==> src/rtl/carry_increment_adder_pkg.sv <==
// Shared helpers for the carry-increment adder: group count and top-group width.
package carry_increment_adder_pkg;

    // Number of groups the operand is split into: ceil(n / block).
    function automatic int unsigned cia_num_groups(input int unsigned n, input int unsigned block);
        return (n + block - 1) / block;
    endfunction

    // Width of the most significant group; narrower than block when block does not divide n.
    function automatic int unsigned cia_last_width(input int unsigned n, input int unsigned block);
        return n - (cia_num_groups(n, block) - 1) * block;
    endfunction

endpackage

==> src/rtl/cia_group.sv <==
// One carry-increment group: ripple sum with carry-in 0, then an incrementer that
// folds in the carry arriving from the group below.
module cia_group #(
    parameter int unsigned W = 4
) (
    input  logic [W-1:0] a,
    input  logic [W-1:0] b,
    input  logic         cin,
    output logic [W-1:0] sum,
    output logic         cout
);

    // Ripple-add a+b with carry-in 0, increment by cin, OR the two carries.
    always_comb begin : ripple_inc
        logic         c0;
        logic         ci;
        logic [W-1:0] s0;
        c0 = 1'b0;
        s0 = '0;
        for (int i = 0; i < int'(W); i++) begin
            s0[i] = a[i] ^ b[i] ^ c0;
            c0    = (a[i] & b[i]) | (c0 & (a[i] ^ b[i]));
        end
        ci  = cin;
        sum = '0;
        for (int i = 0; i < int'(W); i++) begin
            sum[i] = s0[i] ^ ci;
            ci     = s0[i] & ci;
        end
        // The pre-sum and the increment can never both carry out, so OR is exact.
        cout = c0 | ci;
    end

endmodule

==> src/rtl/carry_increment_adder.sv <==
// Registered N-bit carry-increment adder: {cout, sum} = a + b + cin, one-cycle latency.
module carry_increment_adder
    import carry_increment_adder_pkg::*;
#(
    parameter int unsigned N     = 16,
    parameter int unsigned BLOCK = 4
) (
    input  logic         clk,
    input  logic         rst_n,
    input  logic [N-1:0] a,
    input  logic [N-1:0] b,
    input  logic         cin,
    input  logic         in_valid,
    output logic [N-1:0] sum,
    output logic         cout,
    output logic         out_valid
);

    localparam int unsigned NumGroups = cia_num_groups(N, BLOCK);

    logic [N-1:0]       sum_d;
    logic [N-1:0]       sum_q;
    logic               cout_q;
    logic               valid_q;
    logic [NumGroups:0] grp_carry;
    logic [BLOCK-1:0]   grp0_sum;
    logic               grp0_cout;

    assign grp_carry[0] = cin;

    // Group 0 is a plain ripple adder fed directly by cin.
    always_comb begin : grp0_ripple
        logic c;
        c        = grp_carry[0];
        grp0_sum = '0;
        for (int i = 0; i < int'(BLOCK); i++) begin
            grp0_sum[i] = a[i] ^ b[i] ^ c;
            c           = (a[i] & b[i]) | (c & (a[i] ^ b[i]));
        end
        grp0_cout = c;
    end

    assign sum_d[BLOCK-1:0] = grp0_sum;
    assign grp_carry[1]     = grp0_cout;

    // Higher groups: precomputed sum, incremented by the carry from below.
    for (genvar g = 1; g < int'(NumGroups); g++) begin : gen_grp
        localparam int unsigned Lo = g * BLOCK;
        localparam int unsigned W  = ((N - Lo) < BLOCK) ? (N - Lo) : BLOCK;

        cia_group #(
            .W (W)
        ) u_grp (
            .a    (a[Lo +: W]),
            .b    (b[Lo +: W]),
            .cin  (grp_carry[g]),
            .sum  (sum_d[Lo +: W]),
            .cout (grp_carry[g+1])
        );
    end

    // Output register: load on in_valid, otherwise hold; out_valid tracks in_valid.
    always_ff @(posedge clk or negedge rst_n) begin
        if (!rst_n) begin
            sum_q   <= '0;
            cout_q  <= 1'b0;
            valid_q <= 1'b0;
        end else begin
            if (in_valid) begin
                sum_q  <= sum_d;
                cout_q <= grp_carry[NumGroups];
            end
            valid_q <= in_valid;
        end
    end

    assign sum       = sum_q;
    assign cout      = cout_q;
    assign out_valid = valid_q;

endmodule

==> config.mk <==
export PLATFORM = sky130hd
export DESIGN_NAME = carry_increment_adder
export DESIGN_NICKNAME = d
export VERILOG_FILES = /design/src/rtl/carry_increment_adder_pkg.sv /design/src/rtl/cia_group.sv /design/src/rtl/carry_increment_adder.sv
export SDC_FILE = /design/constraint.sdc
export NUM_CORES = 1
export LEC_CHECK = 0
export ABC_CLOCK_PERIOD_IN_PS = 900
export BUFFER_PORTS_ARGS = -buffer_cell sky130_fd_sc_hd__buf_2
export CORE_UTILIZATION = 45
export CTS_CLUSTER_DIAMETER = 150
export DETAILED_ROUTE_END_ITERATION = 7
export PLACE_DENSITY = 0.76
export SLEW_MARGIN = 20
export SYNTH_ARGS = -nofsm -noshare
export SYNTH_HDL_FRONTEND = slang
export SYNTH_SLANG_ARGS = --single-unit
==> constraint.sdc <==
create_clock -name clk -period 0.9 [get_ports clk]
set_clock_uncertainty 0.15 [all_clocks]
set_input_delay 0.09 -clock clk [delete_from_list [all_inputs] [get_ports clk]]
set_output_delay 0.09 -clock clk [all_outputs]
set_load 0.05 [all_outputs]
After elaboration in Yosys (flattened, before gate mapping)
Cells that the tools add are included.
Widths: inputs -> output; s select.
{"block": "word_totals", "in_bits": 36, "reg_bits": 18, "out_inout_bits": 18}
{"block": "op_classes", "bitwise": 98}
{"op": "$and 1x1->1", "count": 41}
{"op": "$xor 1x1->1", "count": 41}
{"op": "$or 1x1->1", "count": 16}

Logic depth before layout (Yosys ltp)
Gate-level depths: netlist (run 1).
{"block": "depth", "word_depth": 24, "depth_mapped": 22, "mapped_depth_nobuf": 22}

Hierarchy
A second synthesis (run 1) with hierarchy kept.
{"block": "hier_totals", "hier_cells": 108, "area_unflattened_um2": 1317.5}
{"module": "carry_increment_adder", "n_inst": 1, "area_per_inst_um2": 818.3, "seq_area_each_um2": 450.4, "cells_each": 51}
{"module": "cia_group", "n_inst": 3, "area_per_inst_um2": 166.4, "seq_area_each_um2": 0.0, "cells_each": 19}

Least setup slack after synthesis (run 1)
OpenSTA, ideal clock, no wires.
{"block": "synth_timing", "path_type": "input port to flip-flop", "from": "input port a[0]", "to": "register sum_q[15], in the netlist sum[15]", "arrival_time_ns": 4.427, "setup_ns": 0.125, "setup_slack_ns": -3.802, "path_stages": 21, "path_cell_list": "fa_1 -> inv_1 -> fa_1 -> inv_1 -> fa_1 -> fa_1 -> ha_1 -> ha_1 -> ha_1 -> ha_1 -> or2_2 -> ha_1 -> ha_1 -> ha_1 -> ha_1 -> or2_2 -> ha_1 -> ha_1 -> ha_1 -> ha_1 -> mux2_2"}
{"block": "synth_between", "elab_chain_len": 23, "elab_cells_between_ends": 24}
{"element": "start, declared", "line": "carry_increment_adder.sv:10", "text": "input logic [N-1:0] a,"}
{"element": "$xor 1x1->1", "line": "carry_increment_adder.sv:38", "text": "c = (a[i] & b[i]) | (c & (a[i] ^ b[i]));"}
{"element": "$and 1x1->1", "line": "carry_increment_adder.sv:38"}
{"element": "$or 1x1->1 *", "line": "carry_increment_adder.sv:38"}
{"element": "$and 1x1->1 *", "line": "carry_increment_adder.sv:38"}
{"element": "$or 1x1->1 *", "line": "carry_increment_adder.sv:38"}
{"element": "$and 1x1->1 *", "line": "carry_increment_adder.sv:38"}
{"element": "$or 1x1->1 *", "line": "carry_increment_adder.sv:38"}
{"element": "$and 1x1->1 *", "line": "carry_increment_adder.sv:38"}
{"element": "$or 1x1->1 *", "line": "carry_increment_adder.sv:38"}
{"element": "$and 1x1->1 * (4 in series)", "line": "cia_group.sv:28", "text": "ci = s0[i] & ci;"}
{"element": "$or 1x1->1 *", "line": "cia_group.sv:31", "text": "cout = c0 | ci;"}
{"element": "$and 1x1->1 * (4 in series)", "line": "cia_group.sv:28"}
{"element": "$or 1x1->1 *", "line": "cia_group.sv:31"}
{"element": "$and 1x1->1 * (3 in series)", "line": "cia_group.sv:28"}
{"element": "$xor 1x1->1 *", "line": "cia_group.sv:27", "text": "sum[i] = s0[i] ^ ci;"}
{"element": "named net gen_grp[3].u_grp.sum[3]", "line": "cia_group.sv:9", "text": "output logic [W-1:0] sum,"}
{"element": "end signal, assigned", "line": "carry_increment_adder.sv:70", "text": "sum_q <= sum_d;"}
{"element": "end, declared", "line": "carry_increment_adder.sv:22", "text": "logic [N-1:0] sum_q;"}
Mark *: on every way through the listed nets, which the timed path passes. The rest lies on a longest branch.
A chain may end at the register's enable or synchronous reset.

Final worst setup path (run 1)
Ends and elaborated chain as after synthesis.

==> flow_summary.ini, run 1 <==
[outcome]
status = finished with violations
violations = negative setup slack

[sta]
finalHoldViolCount = 0
fmax_ghz = 0.243
final.period_utilization_pct = 457
slew_viol_final = 0
layout_setup_ws_ps = -3210
final-setup-viol-count = 35
rsz0062_at_grt = true
fin_crit_ps = 4110
holdWs_ps = 35.4
relSlewSlack_pct = 72.5
tightest_slew_ps = 413
finalSetupTns_ps = -33880

[finish]
postLayoutCellArea_mm2 = 0.00201
area_growth_pct = 61.7
n_antenna_cell = 0
drive_gt1_share_pct = 67.1
final_nets = 226

[route]
drc_errors = 0
routed-via-count = 885
drtPass1Iterations = 2
finalWirelength_mm = 2.45
drtAntennaViolNets = 0
drt_first_iter_violations = 3
via_per_inst = 4.63
avgRoutedWirePerCell_um = 12.8

[critical_path]
cp_data_required_time_ps = 930
cp_slowest_stage_delay_ps = 380
reg2reg_to = sum[10]
r2r-start = sum[10]
critical_path_arrival_ps = 4150
reg2reg_depth = 2
endpoint_kind = flop
cp_cell_sequence = buf_8 -> fa_2 -> inv_2 -> fa_2 -> inv_2 -> fa_2 -> fa_2 -> ha_4 -> ha_4 -> ha_4 -> ha_4 -> or2_4 -> ha_4 -> ha_4 -> ha_4 -> ha_4 -> or2_4 -> ha_4 -> ha_4 -> ha_4 -> ha_4 -> mux2_4
regToRegSetupSlack_ps = -160
cp_max_fo = 1
crit_top_cell = ha_4
crit_slowest_cell = fa_2
worstSetupPathType = input port to flop
cp-start-kind = input port

[floorplanning]
die_w_um = 54.6
die-height_um = 54.6
std_cell_rows = 18
boundaryPins = 54
die-area_mm2 = 0.00298
initial_core_util_pct = 48.9
coreArea_mm2 = 0.00254

[yosys]
synth_seq_cells = 18
avgSynthCellArea_um2 = 13.7
syn_inst = 91
syn_area_mm2 = 0.00124
syn-num-nets = 155
yosysWarnings = 0
synth.distinct_cells = 12
seq_area_frac_synth_pct = 36.2

[placed_design]
io_buffers = 53
dpl.hpwl_mm = 1.94
gp_congestion = 0.699
place_area_mm2 = 0.00176

[grt]
grt_first_pass_wirelength_mm = 3.95
grt_pass1_vias = 944
grt_use_total_pct = 19.5
gr-total-overflow = 0
grt_max_degree = 19
antenna_found_initial = 0

[power_and_ir_drop]
finalPower_w = 0.00404
leakage_nw = 1.03
irDropWorstVdd_v = 0.00146
p_per_area_mw_per_mm2 = 2010

[cts]
cts_buffer_depth = 2
cts.clk_slew.worst_paths_ps = 100
root_buffer = clkbuf_4
cts-buffers-inserted = 3
htreeDepth = 1
clock_latency_ps = 290
clock-sinks = 18
cts_tree = yes

[worst_hold_path]
worstHoldEndpoint = sum[1]
hp-class = input port to flop
hold_start = in_valid
holdPathStages = 3

[run]
cap_violations = 0
[metrics by stage]
step / util [%] / cells / worst slack [ps]
after floorplan: - / 91 / -3420
after global placement: 69.1 / 175 / -3610
after detailed placement: 69.1 / 175 / -3630
after CTS: 78.3 / 189 / -3210
after global routing: 79.0 / 191 / -3300
final: 79.0 / 191 / -3210
[kinds of logic (layout without fill, tap and decap cells)]
| logic type | Yosys count | after routing | synth area share [%] |
|---|---|---|---|
| adders and majority gates | 28 | 28 | 36.0 |
| muxes | 16 | 16 | 16.5 |
| and+or+nand+nor | 3 | 3 | 1.31 |
| AOI/OAI and AO/OA | 1 | 1 | 0.503 |
| DFF | 18 | 18 | 36.2 |
| buffers and inverters | 25 | 95 | 9.46 |
[synthesized netlist by cell type]
master / count / share of area (%)
or2_2: 2 / 1.0
mux2i_1: 1 / 0.80
fa_1: 13 / 21
mux2_4: 7 / 8.5
dfrtp_1: 18 / 36
mux2_2: 8 / 7.2
buf_12: 1 / 1.6
buf_6: 1 / 0.91
ha_1: 15 / 15
a31oi_1: 1 / 0.50
inv_1: 23 / 6.9
nor2_1: 1 / 0.30
[flip-flops by register name (all words and copies together) (netlist names)]
signal,cells
sum,16
cout,1
out_valid,1
[report_power, final]
part	leakage, nW	switching (W)	internal, W	total (W)
clock	0.0210	0.000256	0.000246	0.000502
sequential	0.209	0.000151	0.00102	0.00117
combinational	0.795	0.00124	0.00113	0.00237
total	1.03	0.00164	0.00240	0.00404
[routing by layer]
layer,wire length (um),vias up,track usage [%]
li1,-,425,-
met1,988,428,23.3
met2,1330,30,34.8
met3,125,2,3.61
met4,9,0,6.41
met5,0,-,0
[how the worst max path moves through the flow]
stage | from | endpoint | slack [ps] | cells after the start
after floorplan | cin | sum[15] | -3420 | 21
after global placement | cin | sum[15] | -3610 | 22
after detailed placement | cin | sum[15] | -3630 | 22
after CTS | a[0] | sum[15] | -3210 | 22
after global routing | a[0] | sum[15] | -3300 | 22
final | a[0] | sum[15] | -3210 | 22
[worst max-delay path: cells and delay by family]
family                   cells  cell delay [ps]
adder cells (fa/ha/maj)     16             3150
buffers and inverters        3              190
multiplexers                 1              250
AND/OR/NAND/NOR              2              460
[layout by cell type, fill, tap and decap left out, types with 2 or more instances in the layout]
master / n
clkbuf_4: 3
buf_4: 12
inv_2: 3
buf_2: 34
mux2_4: 15
buf_6: 18
fa_1: 9
ha_4: 12
fa_2: 4
dfrtp_1: 17
inv_1: 20
buf_12: 2
or2_4: 2
ha_1: 3
[timing repair]
item,in CTS,in global routing
gates cloned,0,0
pin swaps,9,0
hold buffers,1,0
endpoints found under the hold margin,18,0
endpoints found under the setup margin,35,35
gates resized for setup,37,1
buffers inserted,9,2
[cell type report]
class                           count  area [um2]
Multi-Input combinational cell     48         871
Fill cell                         163         534
Timing Repair Buffer               68         528
Sequential cell                    18         452
Inverter                           23        86.3
Tap cell                           30        37.5
Clock buffer                        4        36.3
No activity file was read; power rests on OpenSTA's default activity.
==> inputs of run 2 (changes only) <==
Settings changed: ABC_CLOCK_PERIOD_IN_PS 900 to 5000, CORE_UTILIZATION 45 to 51, PLACE_DENSITY 0.76 to 0.85.
Clock period 0.9 ns to 5 ns, I/O delays scaled along.
==> run 2 against run 1 <==
The flow now finishes without violations; non-clock buffer count fell by 14; combinational power fell by 87%; utilization is 8.1 points lower; largest power group unchanged.
==> flow_summary.ini, run 2 (same netlist as run 1, synthesis figures left out) <==
[critical_path]
worstSetupPathDepth = 22
endpoint_kind = flop
crit_slowest_cell = fa_1
path_delay_family = adder cells
reg2reg_depth = 1
cp_max_fo = 1
cp_cell_sequence = buf_2 -> fa_1 -> inv_1 -> fa_2 -> inv_1 -> fa_2 -> fa_2 -> ha_2 -> ha_2 -> ha_2 -> ha_1 -> or2_2 -> ha_2 -> ha_1 -> ha_2 -> ha_1 -> or2_4 -> ha_4 -> ha_2 -> ha_2 -> ha_1 -> mux2_2
critical_path_arrival_ps = 4880
cp_slowest_stage_delay_ps = 420
regToRegSetupSlack_ps = 4070
cp_data_required_time_ps = 5030
worstSetupPathType = input port to flop
path_buf_inv = 3
crit_top_cell = ha_2
cp-start-kind = input port

[floorplanning]
die-area_mm2 = 0.00264
initial_core_util_pct = 55.2
boundaryPins = 54
std_cell_rows = 17
die-height_um = 51.4
die_w_um = 51.4
coreArea_mm2 = 0.00225

[power_and_ir_drop]
p_switching_w = 0.000266
clockPowerShare_pct = 15.0
seqPwrFrac_pct = 34.4
p_per_area_mw_per_mm2 = 370
leakage_nw = 0.871
irDropWorstVdd_v = 0.000268
swShare_pct = 44.9
cell_internal_pwr_w = 0.000326
combinationalPowerShare_pct = 50.6

[route]
avgRoutedWirePerCell_um = 12.7
finalWirelength_mm = 2.23
via_per_inst = 4.83
drt_first_iter_violations = 3
drtAntennaViolNets = 0
drtPass1Iterations = 4
drc_errors = 0
routed-via-count = 845

[finish]
final_cells = 175
final_nets = 212
largest_reg_flops = 16
mostFrequentLayoutCell = buf_2
final_cell_mix = buf_2, inv_1, dfrtp_1
drive_gt1_share_pct = 57.8
postLayoutCellArea_mm2 = 0.00160
area_growth_pct = 28.6
n_antenna_cell = 0

[sta]
slew_viol_final = 0
final-setup-viol-count = 0
relSlewSlack_pct = 68.5
finalSetupTns_ps = 0
rsz0062_at_grt = false
holdWs_ps = 364
tightest_slew_ps = 472
final.period_utilization_pct = 97.1
finalHoldViolCount = 0
fin_crit_ps = 4860
fmax_ghz = 0.206

[worst_hold_path]
holdPathStages = 1
hp-class = flop to flop

[placed_design]
dp_cells = 170
io_buffers = 53
gp_congestion = 0.686
dpl.hpwl_mm = 1.89
place_area_mm2 = 0.00155

[grt]
antenna_found_initial = 0
grt_first_pass_wirelength_mm = 3.76
grt_use_total_pct = 19.5
grt_pass1_vias = 917
grt_max_degree = 20
gr-total-overflow = 0

[cts]
cts_buffer_depth = 2
cts_resized = 0
cts.clk_slew.worst_paths_ps = 100
htreeDepth = 1
root_buffer = clkbuf_4
cts-buffers-inserted = 3
clock_latency_ps = 280
cts_tree = yes
clock-sinks = 18

[outcome]
status = finished clean

[run]
cap_violations = 0
## run 2: repair_timing
action	4_1_cts	5_1_grt
buffers inserted	0	0
hold buffers	1	0
hold endpoints to repair	18	0
setup endpoints to repair	0	1
## run 2: final cells by class
cell class | count | area [um2]
multi-input cells | 48 | 716
fillers | 188 | 656
flip-flops and latches | 18 | 450
repair buffers | 54 | 275
inverters | 23 | 86.3
clock buffers | 4 | 36.3
well taps | 28 | 35.0
## run 2: routing by layer
layer	share of wire (%)	track usage, %	vias to the layer above
met5	0	0	-
met4	0.40	3.60	0
met3	5.3	4.17	2
met2	59	39.6	30
met1	36	19.9	418
li1	-	-	395
## run 2: power groups by stage
stage / Clock (W) / Sequential (W) / Combinational (W)
floorplan: 0 / 0.000338 / 0.0000885
CTS: 0.0000917 / 0.000204 / 0.000306
detailed placement: 0 / 0.000205 / 0.000304
global placement: 0 / 0.000204 / 0.000292
finish: 0.0000887 / 0.000204 / 0.000300
global route: 0.0000970 / 0.000207 / 0.000323
## run 2: path summary, 6_finish.rpt
path,start,endpoint
max in group asynchronous,rst_n,sum[13]
min in group asynchronous,rst_n,sum[5]
setup reg to reg,sum[13],sum[13]
hold / removal,sum[15],sum[15]
setup / recovery,a[0],sum[15]
hold reg to reg,sum[15],sum[15]
## run 2: through the flow
| stage | worst slack, ps | util, % | power [W] |
|---|---|---|---|
| finish | 144 | 70.9 | 0.000592 |
| global route | 15.9 | 70.9 | 0.000628 |
| CTS | 97.2 | 70.9 | 0.000601 |
| detailed placement | -213 | 68.9 | 0.000509 |
| global placement | -138 | 68.9 | 0.000496 |
| floorplan | 37.3 | - | 0.000427 |
